<file path="config.mk">
export PLATFORM = sky130hd
export DESIGN_NAME = ocp_dma_copy_flat
export DESIGN_NICKNAME = d
export VERILOG_FILES = /design/src/rtl/ocp_dma_copy_if.sv /design/src/rtl/ocp_dma_copy.sv /design/src/flat_wrapper.sv
export SDC_FILE = /design/constraint.sdc
export NUM_CORES = 1
export LEC_CHECK = 0
export BUFFER_PORTS_ARGS = -buffer_cell sky130_fd_sc_hd__buf_2
export CORE_AREA = 5 5 126 152
export CTS_CLUSTER_SIZE = 10
export DETAILED_ROUTE_END_ITERATION = 6
export DIE_AREA = 0 0 131 157
export GPL_ROUTABILITY_DRIVEN = 0
export PLACE_DENSITY = 0.68
export REMOVE_ABC_BUFFERS = 1
export SETUP_SLACK_MARGIN = 0.1
export SKIP_LAST_GASP = 1
export SYNTH_ARGS = -nofsm -noshare
export SYNTH_HDL_FRONTEND = slang
export SYNTH_SLANG_ARGS = --single-unit
</file>
<file path="constraint.sdc">
create_clock -name clk -period 9.5 [get_ports clk]
set_input_delay 1.425 -clock clk [delete_from_list [all_inputs] [get_ports clk]]
set_output_delay 1.425 -clock clk [all_outputs]
set_load 0.02 [all_outputs]
</file>
<file path="src/rtl/ocp_dma_copy_if.sv">
// rtl/ocp_dma_copy_if.sv - OCP single-outstanding-command bus between a copy initiator and a slave
interface ocp_dma_copy_if #(
  parameter int ADDR_WIDTH = 32,
  parameter int DATA_WIDTH = 32
) ();
  localparam int BEN_WIDTH = DATA_WIDTH / 8;

  logic [ADDR_WIDTH-1:0] MAddr;
  logic [2:0]            MCmd;
  logic [DATA_WIDTH-1:0] MData;
  logic [BEN_WIDTH-1:0]  MByteEn;
  logic                  SCmdAccept;
  logic [DATA_WIDTH-1:0] SData;
  logic [1:0]            SResp;

  modport master (
    output MAddr, MCmd, MData, MByteEn,
    input  SCmdAccept, SData, SResp
  );

  modport slave (
    input  MAddr, MCmd, MData, MByteEn,
    output SCmdAccept, SData, SResp
  );
endinterface

</file>
<file path="src/rtl/ocp_dma_copy.sv">
// rtl/ocp_dma_copy.sv - OCP initiator copying a block of 32-bit words, one read then one write per word
// Aborts with a sticky error on an error response or when a request/wait state exceeds TIMEOUT cycles.
module ocp_dma_copy #(
  parameter int ADDR_WIDTH = 32,
  parameter int DATA_WIDTH = 32,
  parameter int CNT_WIDTH  = 16,
  parameter int TIMEOUT    = 255
) (
  input  logic                  clk,
  input  logic                  rst,
  input  logic                  i_start,
  input  logic [ADDR_WIDTH-1:0] i_src,
  input  logic [ADDR_WIDTH-1:0] i_dst,
  input  logic [CNT_WIDTH-1:0]  i_count,
  output logic                  o_busy,
  output logic                  o_done,
  output logic                  o_err,
  ocp_dma_copy_if.master        ocp
);
  localparam int BEN_WIDTH = DATA_WIDTH / 8;

  localparam logic [2:0] OCP_CMD_IDLE  = 3'd0;
  localparam logic [2:0] OCP_CMD_WRITE = 3'd1;
  localparam logic [2:0] OCP_CMD_READ  = 3'd2;
  localparam logic [1:0] OCP_RESP_NULL = 2'b00;
  localparam logic [1:0] OCP_RESP_DVA  = 2'b01;

  localparam logic [15:0]           TMO_LAST  = 16'(TIMEOUT - 1);
  localparam logic [ADDR_WIDTH-1:0] WORD_MASK = ~ADDR_WIDTH'(3);

  typedef enum logic [2:0] {
    S_IDLE,
    S_RD_REQ,
    S_RD_WAIT,
    S_WR_REQ,
    S_WR_WAIT,
    S_FIN
  } state_e;

  state_e                state_q, state_d;
  logic [ADDR_WIDTH-1:0] src_q, src_d;
  logic [ADDR_WIDTH-1:0] dst_q, dst_d;
  logic [CNT_WIDTH-1:0]  rem_q, rem_d;
  logic [DATA_WIDTH-1:0] data_q, data_d;
  logic [15:0]           tmo_q, tmo_d;
  logic                  err_q, err_d;

  logic resp_dva;
  logic resp_bad;
  logic tmo_hit;

  assign resp_dva = (ocp.SResp == OCP_RESP_DVA);
  assign resp_bad = (ocp.SResp != OCP_RESP_NULL) && !resp_dva;
  assign tmo_hit  = (tmo_q == TMO_LAST);

  always_ff @(posedge clk or posedge rst) begin
    if (rst) begin
      state_q <= S_IDLE;
      src_q   <= '0;
      dst_q   <= '0;
      rem_q   <= '0;
      data_q  <= '0;
      tmo_q   <= '0;
      err_q   <= 1'b0;
    end else begin
      state_q <= state_d;
      src_q   <= src_d;
      dst_q   <= dst_d;
      rem_q   <= rem_d;
      data_q  <= data_d;
      tmo_q   <= tmo_d;
      err_q   <= err_d;
    end
  end

  // Exit conditions are tested before the timeout so a late accept/response still wins.
  always_comb begin
    state_d = state_q;
    src_d   = src_q;
    dst_d   = dst_q;
    rem_d   = rem_q;
    data_d  = data_q;
    tmo_d   = tmo_q;
    err_d   = err_q;
    case (state_q)
      S_IDLE: begin
        if (i_start) begin
          src_d   = i_src & WORD_MASK;
          dst_d   = i_dst & WORD_MASK;
          rem_d   = i_count;
          err_d   = 1'b0;
          tmo_d   = '0;
          state_d = (i_count == '0) ? S_FIN : S_RD_REQ;
        end
      end
      S_RD_REQ, S_WR_REQ: begin
        if (ocp.SCmdAccept) begin
          tmo_d   = '0;
          state_d = (state_q == S_RD_REQ) ? S_RD_WAIT : S_WR_WAIT;
        end else if (tmo_hit) begin
          err_d   = 1'b1;
          state_d = S_FIN;
        end else begin
          tmo_d = tmo_q + 16'd1;
        end
      end
      S_RD_WAIT: begin
        if (resp_dva) begin
          data_d  = ocp.SData;
          tmo_d   = '0;
          state_d = S_WR_REQ;
        end else if (resp_bad || tmo_hit) begin
          err_d   = 1'b1;
          state_d = S_FIN;
        end else begin
          tmo_d = tmo_q + 16'd1;
        end
      end
      S_WR_WAIT: begin
        if (resp_dva) begin
          src_d   = src_q + ADDR_WIDTH'(4);
          dst_d   = dst_q + ADDR_WIDTH'(4);
          rem_d   = rem_q - CNT_WIDTH'(1);
          tmo_d   = '0;
          state_d = (rem_q == CNT_WIDTH'(1)) ? S_FIN : S_RD_REQ;
        end else if (resp_bad || tmo_hit) begin
          err_d   = 1'b1;
          state_d = S_FIN;
        end else begin
          tmo_d = tmo_q + 16'd1;
        end
      end
      S_FIN: begin
        state_d = S_IDLE;
      end
      default: begin
        state_d = S_IDLE;
      end
    endcase
  end

  // Bus outputs depend only on registered state, never on the slave inputs.
  assign ocp.MCmd    = (state_q == S_RD_REQ) ? OCP_CMD_READ :
                       (state_q == S_WR_REQ) ? OCP_CMD_WRITE : OCP_CMD_IDLE;
  assign ocp.MAddr   = (state_q == S_WR_REQ) ? dst_q : src_q;
  assign ocp.MData   = data_q;
  assign ocp.MByteEn = (state_q == S_WR_REQ) ? {BEN_WIDTH{1'b1}} : {BEN_WIDTH{1'b0}};

  assign o_busy = (state_q != S_IDLE) && (state_q != S_FIN);
  assign o_done = (state_q == S_FIN);
  assign o_err  = err_q;
endmodule

</file>
<file path="src/flat_wrapper.sv">
// flat-port wrapper written by rule: the top's interface ports become plain ports
module ocp_dma_copy_flat 
#(
  parameter int ADDR_WIDTH = 32,
  parameter int DATA_WIDTH = 32,
  parameter int CNT_WIDTH  = 16,
  parameter int TIMEOUT    = 255
)
  (clk, rst, i_start, i_src, i_dst, i_count, o_busy, o_done, o_err, ocp_MAddr, ocp_MCmd, ocp_MData, ocp_MByteEn, ocp_SCmdAccept, ocp_SData, ocp_SResp);
  ocp_dma_copy_if #(.ADDR_WIDTH(ADDR_WIDTH), .DATA_WIDTH(DATA_WIDTH)) ocp_i ();
  input  logic clk;
  input  logic rst;
  input  logic i_start;
  input  logic [ADDR_WIDTH-1:0] i_src;
  input  logic [ADDR_WIDTH-1:0] i_dst;
  input  logic [CNT_WIDTH-1:0] i_count;
  output logic o_busy;
  output logic o_done;
  output logic o_err;
  output wire logic [$bits(ocp_i.MAddr)-1:0] ocp_MAddr;
  output wire logic [$bits(ocp_i.MCmd)-1:0] ocp_MCmd;
  output wire logic [$bits(ocp_i.MData)-1:0] ocp_MData;
  output wire logic [$bits(ocp_i.MByteEn)-1:0] ocp_MByteEn;
  input wire logic [$bits(ocp_i.SCmdAccept)-1:0] ocp_SCmdAccept;
  input wire logic [$bits(ocp_i.SData)-1:0] ocp_SData;
  input wire logic [$bits(ocp_i.SResp)-1:0] ocp_SResp;
  assign ocp_MAddr = ocp_i.MAddr;
  assign ocp_MCmd = ocp_i.MCmd;
  assign ocp_MData = ocp_i.MData;
  assign ocp_MByteEn = ocp_i.MByteEn;
  assign ocp_i.SCmdAccept = ocp_SCmdAccept;
  assign ocp_i.SData = ocp_SData;
  assign ocp_i.SResp = ocp_SResp;
  ocp_dma_copy #(.ADDR_WIDTH(ADDR_WIDTH), .DATA_WIDTH(DATA_WIDTH), .CNT_WIDTH(CNT_WIDTH), .TIMEOUT(TIMEOUT)) u_core (.clk(clk), .rst(rst), .i_start(i_start), .i_src(i_src), .i_dst(i_dst), .i_count(i_count), .o_busy(o_busy), .o_done(o_done), .o_err(o_err), .ocp(ocp_i));
endmodule
</file>
Yosys cells after proc, flatten, opt, wreduce, memory -nomap -nowiden
Index checks and enable logic that the tools add are counted.
Widths: inputs -> output; s select.
{"block": "totals", "in_bits": 118, "out_inout_bits": 74, "elab_cells": 81, "reg_bits": 132}
{"block": "op_classes", "add_sub_neg": 4, "mux": 35, "reduce_logical": 17, "n_eq_ne": 18}
{"operator": "$mux 32", "count": 5}
{"operator": "$pmux 32 s2", "count": 2}
{"operator": "$mux 16", "count": 7}
{"operator": "$add 32x3->32 const B", "count": 2}
{"operator": "$pmux 16 s3", "count": 1}
{"operator": "$pmux 16 s2", "count": 1}
{"operator": "$mux 3", "count": 10}
{"operator": "$add 16x1->16 const B", "count": 1}
{"operator": "$eq 16x1->1 const B", "count": 1}
{"operator": "$eq 16x8->1 const B", "count": 1}
{"operator": "$logic_not 16->1", "count": 1}
{"operator": "$sub 16x1->16 const B", "count": 1}
{"operator": "$pmux 3 s4", "count": 1}
{"operator": "$eq 3x2->1 const B", "count": 2}
{"operator": "$eq 3x3->1 const B", "count": 2}
{"operator": "$mux 1", "count": 6}
{"operator": "$ne 2x1->1 const B", "count": 3}
{"operator": "$ne 2x2->1 const B", "count": 3}
{"operator": "$ne 3x2->1 const B", "count": 2}
{"operator": "$ne 3x3->1 const B", "count": 2}
{"operator": "$reduce_and 6->1", "count": 1}
{"operator": "$reduce_bool 3->1", "count": 2}
{"operator": "$mux 4", "count": 1}
{"operator": "$reduce_and 2->1", "count": 2}
{"operator": "other kinds (11)", "count": 14}

Depth between registers and ports, before layout
{"block": "depth", "depth_word": 7, "ltp_mapped": 9, "mapped_depth_nobuf": 7}

Worst setup path after synthesis
No wires, ideal clock.
{"block": "synth_path", "path_kind": "flip-flop to output port", "from": "register u_core.state_q[2]", "to": "output ocp_MAddr[22]", "path_slack_ps": 5955, "t_arrival_ps": 2120, "required_time_ps": 8075, "path_buffers": 4, "stages_incl_launch_ff": 8, "path_cell_list": "dfrtp_1 > clkbuf_1 > clkbuf_1 > nor2b_1 > and2_1 > clkbuf_1 > buf_1 > mux2_2"}
{"block": "synth_via", "elab_chain_cells": 2}
{"element": "from (decl)", "line_no": "ocp_dma_copy.sv:40", "rtl": "state_e state_q, state_d;"}
{"element": "from (signal assigned)", "line_no": "ocp_dma_copy.sv:66", "rtl": "state_q <= state_d;"}
{"element": "$eq 3x2->1", "line_no": "ocp_dma_copy.sv:145", "rtl": "assign ocp.MAddr = (state_q == S_WR_REQ) ? dst_q : src_q;"}
{"element": "$mux 32", "line_no": "ocp_dma_copy.sv:145"}
{"element": "to (decl)", "line_no": "flat_wrapper.sv:20", "rtl": "output wire logic [$bits(ocp_i.MAddr)-1:0] ocp_MAddr;"}
Every way passes these cells.

Final worst setup path
{"block": "layout_path", "from": "register u_core.state_q[2]", "to": "output ocp_MAddr[14]"}
Same word-level chain as after synthesis.

==> run_results.csv <==
group,metric,value,unit
status,status,"completed",
sta,min_period,3.84,ns
layout,final_layout_size_suffix_gt1_share,29.3,%
critical_path,critPathTopFamily,"flip-flops",
synth,async_reset_ff_share,100,%
sta,worst_pin_slew,0.976,ns
floorplan,die_area,20600,um^2
sta,fmax,0.261,GHz
synth,synth_edf_count,0,
layout,fin_area,9340,um^2
synth,synth_top_area_share,41.5,%
sta,relSlewSlack,34.9,%
critical_path,startpoint_type,"flop",
route,viasPerCell,5.91,
synth,synth_cell_types,64,
synth,synth_flop_cell,"dfrtp_1",
synth,ys_seq_area_share,41.5,%
clock_tree,cts_buffers,17,
global_route,antenna_found_initial,6,
power_and_ir_drop,peakVddDrop,0.279,mV
global_route,grt_pass1_wl,36000,um
sta,drv_slew,0,
global_route,grt_pass1_vias,7003,
route,wirelength,22700,um
route,vias,7429,
placed_design,place_area,8740,um^2
placed_design,dp.cells,1223,
clock_tree,cts_max_level,4,
worst_hold_path,hold_path.class,"flop to flop",
placed_design,port_buffers,184,
critical_path,crit_buf_inv,2,
clock_tree,cts_sinks,128,
critical_path,crit_chain,"nor2b_1 -> and2_1 -> buf_4 -> mux2_2 -> buf_2",
placed_design,place_ws,5.69,ns
sta,hold_viol,0,
critical_path,critPathArrivalTime,2.41,ns
route,drc_errors,0,
sta,setup-tns-final,0,ns
clock_tree,clk_path_buf_depth,2,
global_route,grt_max_degree,91,
route,drt_iter0_drc,621,
floorplan,rows,53,
power_and_ir_drop,p_leak,3.97,nW
worst_hold_path,min_path_cells,1,
floorplan,pin_count,192,
placed_design,dp_hpwl,15500,um
synth,yosys-top-cells-area,"dfrtp_1 41%, mux2_2 9.0%, a21oi_1 5.9%",
layout,nets,1146,
power_and_ir_drop,p_per_area,330,nW/um^2
sta,setup_slack,5.66,ns
floorplan,die_h,157,um
critical_path,reg2regPathDepth,6,
layout,area_delta_synth_final,20.9,%
clock_tree,cts_resized,0,
critical_path,worstSetupPathType,"flop to primary output",
synth,yosysMostFrequentCell,"dfrtp_1",
critical_path,slowest_delay,0.56,ns
sta,rsz0062_at_grt,"no",
global_route,track_usage,22.0,%
route,avgRoutedWirePerCell,18.0,um
route,first_pass_iters,5,
layout,n_fill_cell,1644,
floorplan,die_w,131,um
critical_path,cp.required,8.08,ns
clock_tree,cts-root-buf,"clkbuf_16",
floorplan,initial_core_util,44.5,%
synth,netlist_area,7730,um^2
synth,yosys_warnings,0,
sta,timing.final.setup_violations,0,
sta,finalCritPeriodShare,40.4,%
synth,yosysTopAreaCell,"dfrtp_1",
clock_tree,postCtsHoldBufs,0,
critical_path,cp.depth,5,
synth,ys_ff_latch,128,
power_and_ir_drop,total_power,3.08,mW
layout,final_cells,1258,
critical_path,cp_max_fo,34,
flow_run,cap_violations,0,
clock_tree,post-cts-setup-buffer-count,0,
synth,avgSynthCellArea,8.79,um^2
clock_tree,cts_tree,"built",
critical_path,slowest_stage,"dfrtp_1",
floorplan,coreArea,17400,um^2
critical_path,end_kind,"primary output",
route,antenna_left,0,
synth,synth_cells,879,
clock_tree,clk_pin_slew,0.06,ns
global_route,gr-total-overflow,0,
clock_tree,clk_latency,0.43,ns
synth,netlist_top_cells_count,"128 x dfrtp_1, 91 x a21oi_1, 82 x nand2_1, 63 x o21ai_0, 62 x mux2_2",
sta,skew,0.0128,ns
## routing by layer
| metal | share of wire [%] | GRT usage [%] | up-vias |
|---|---|---|---|
| met3 | 5.9 | 5.09 | 38 |
| met2 | 51 | 37.2 | 226 |
| met5 | 0.19 | 0 | - |
| li1 | - | - | 3587 |
| met4 | 2.4 | 7.74 | 6 |
| met1 | 40 | 27.4 | 3572 |
## cells in the final DEF (no fill, tap or decap), types with 5 or more instances in the layout
cell       count
a211oi_1       9
a21oi_1       91
a2bb2oi_1     13
a31oi_1       13
and2_1         5
and3_1        11
and4_1         6
buf_2        184
buf_4         12
clkbuf_16     17
dfrtp_1      128
ha_1           6
inv_1         14
mux2_2        62
mux2i_1        5
nand2_1       81
nand2b_1       6
nand3_1       37
nand4_1       23
nor2_1        51
nor2b_1        6
nor3_1        21
nor4_1        16
o211ai_1       5
o21a_1         5
o21ai_0       63
o22a_1         5
o22ai_1       18
o31ai_1       10
or3_1         21
or4_1          7
## layout make-up
type,instances,area [um^2],share of cell area [%]
multi-input cells,664,4190,44.8
well taps,220,275,2.95
inverters,15,58.8,0.629
clock inverters,10,135,1.45
clock buffers,22,464,4.97
flip-flops and latches,128,3200,34.3
diodes,3,7.51,0.0804
repair buffers,196,1010,10.8
## registers in the layout (all words and copies together) (netlist names)
signal and cells:
u_core.o_err 1, u_core.state_q 3, u_core.src_q 30, u_core.ocp.MData 32, u_core.tmo_q 16, u_core.rem_q 16
u_core.dst_q 30
## metrics by stage
step	util (%)	hold slack, ns
after global routing	53.8	0.509
after CTS	53.7	0.490
after global placement	50.3	0.466
final	53.8	0.485
after detailed placement	50.3	0.465
after floorplan	-	0.460
## path summary, 6_finish.rpt
path,startpoint,end,slack (ns)
worst max-delay path,u_core.state_q[2],ocp_MAddr[14],5.66
worst min-delay path,u_core.o_err,u_core.o_err,0.48
worst max register to register,u_core.state_q[1],u_core.src_q[28],6.42
worst min register to register,u_core.o_err,u_core.o_err,0.48
max in group asynchronous,rst,u_core.src_q[17],6.83
min in group asynchronous,rst,u_core.tmo_q[15],1.04
## report_power, final
part / leakage (nW) / switching, mW / internal (mW) / total, mW
Clock: 0.282 / 0.249 / 0.425 / 0.674
Combinational: 2.14 / 0.819 / 0.533 / 1.35
Sequential: 1.54 / 0.276 / 0.783 / 1.06
Total: 3.97 / 1.34 / 1.74 / 3.08
## cell families after synthesis
| group | Yosys count | share of synthesized area, % |
|---|---|---|
| compound gates | 274 | 22.0 |
| xor+xnor | 1 | 0.113 |
| fa+ha+maj | 6 | 0.972 |
| buf+inv | 89 | 4.74 |
| flops | 128 | 41.5 |
| mux | 67 | 9.68 |
| other cells | 1 | 0.0485 |
| simple gates | 313 | 21.0 |
Note: power is estimated with default switching activity, not from simulation.
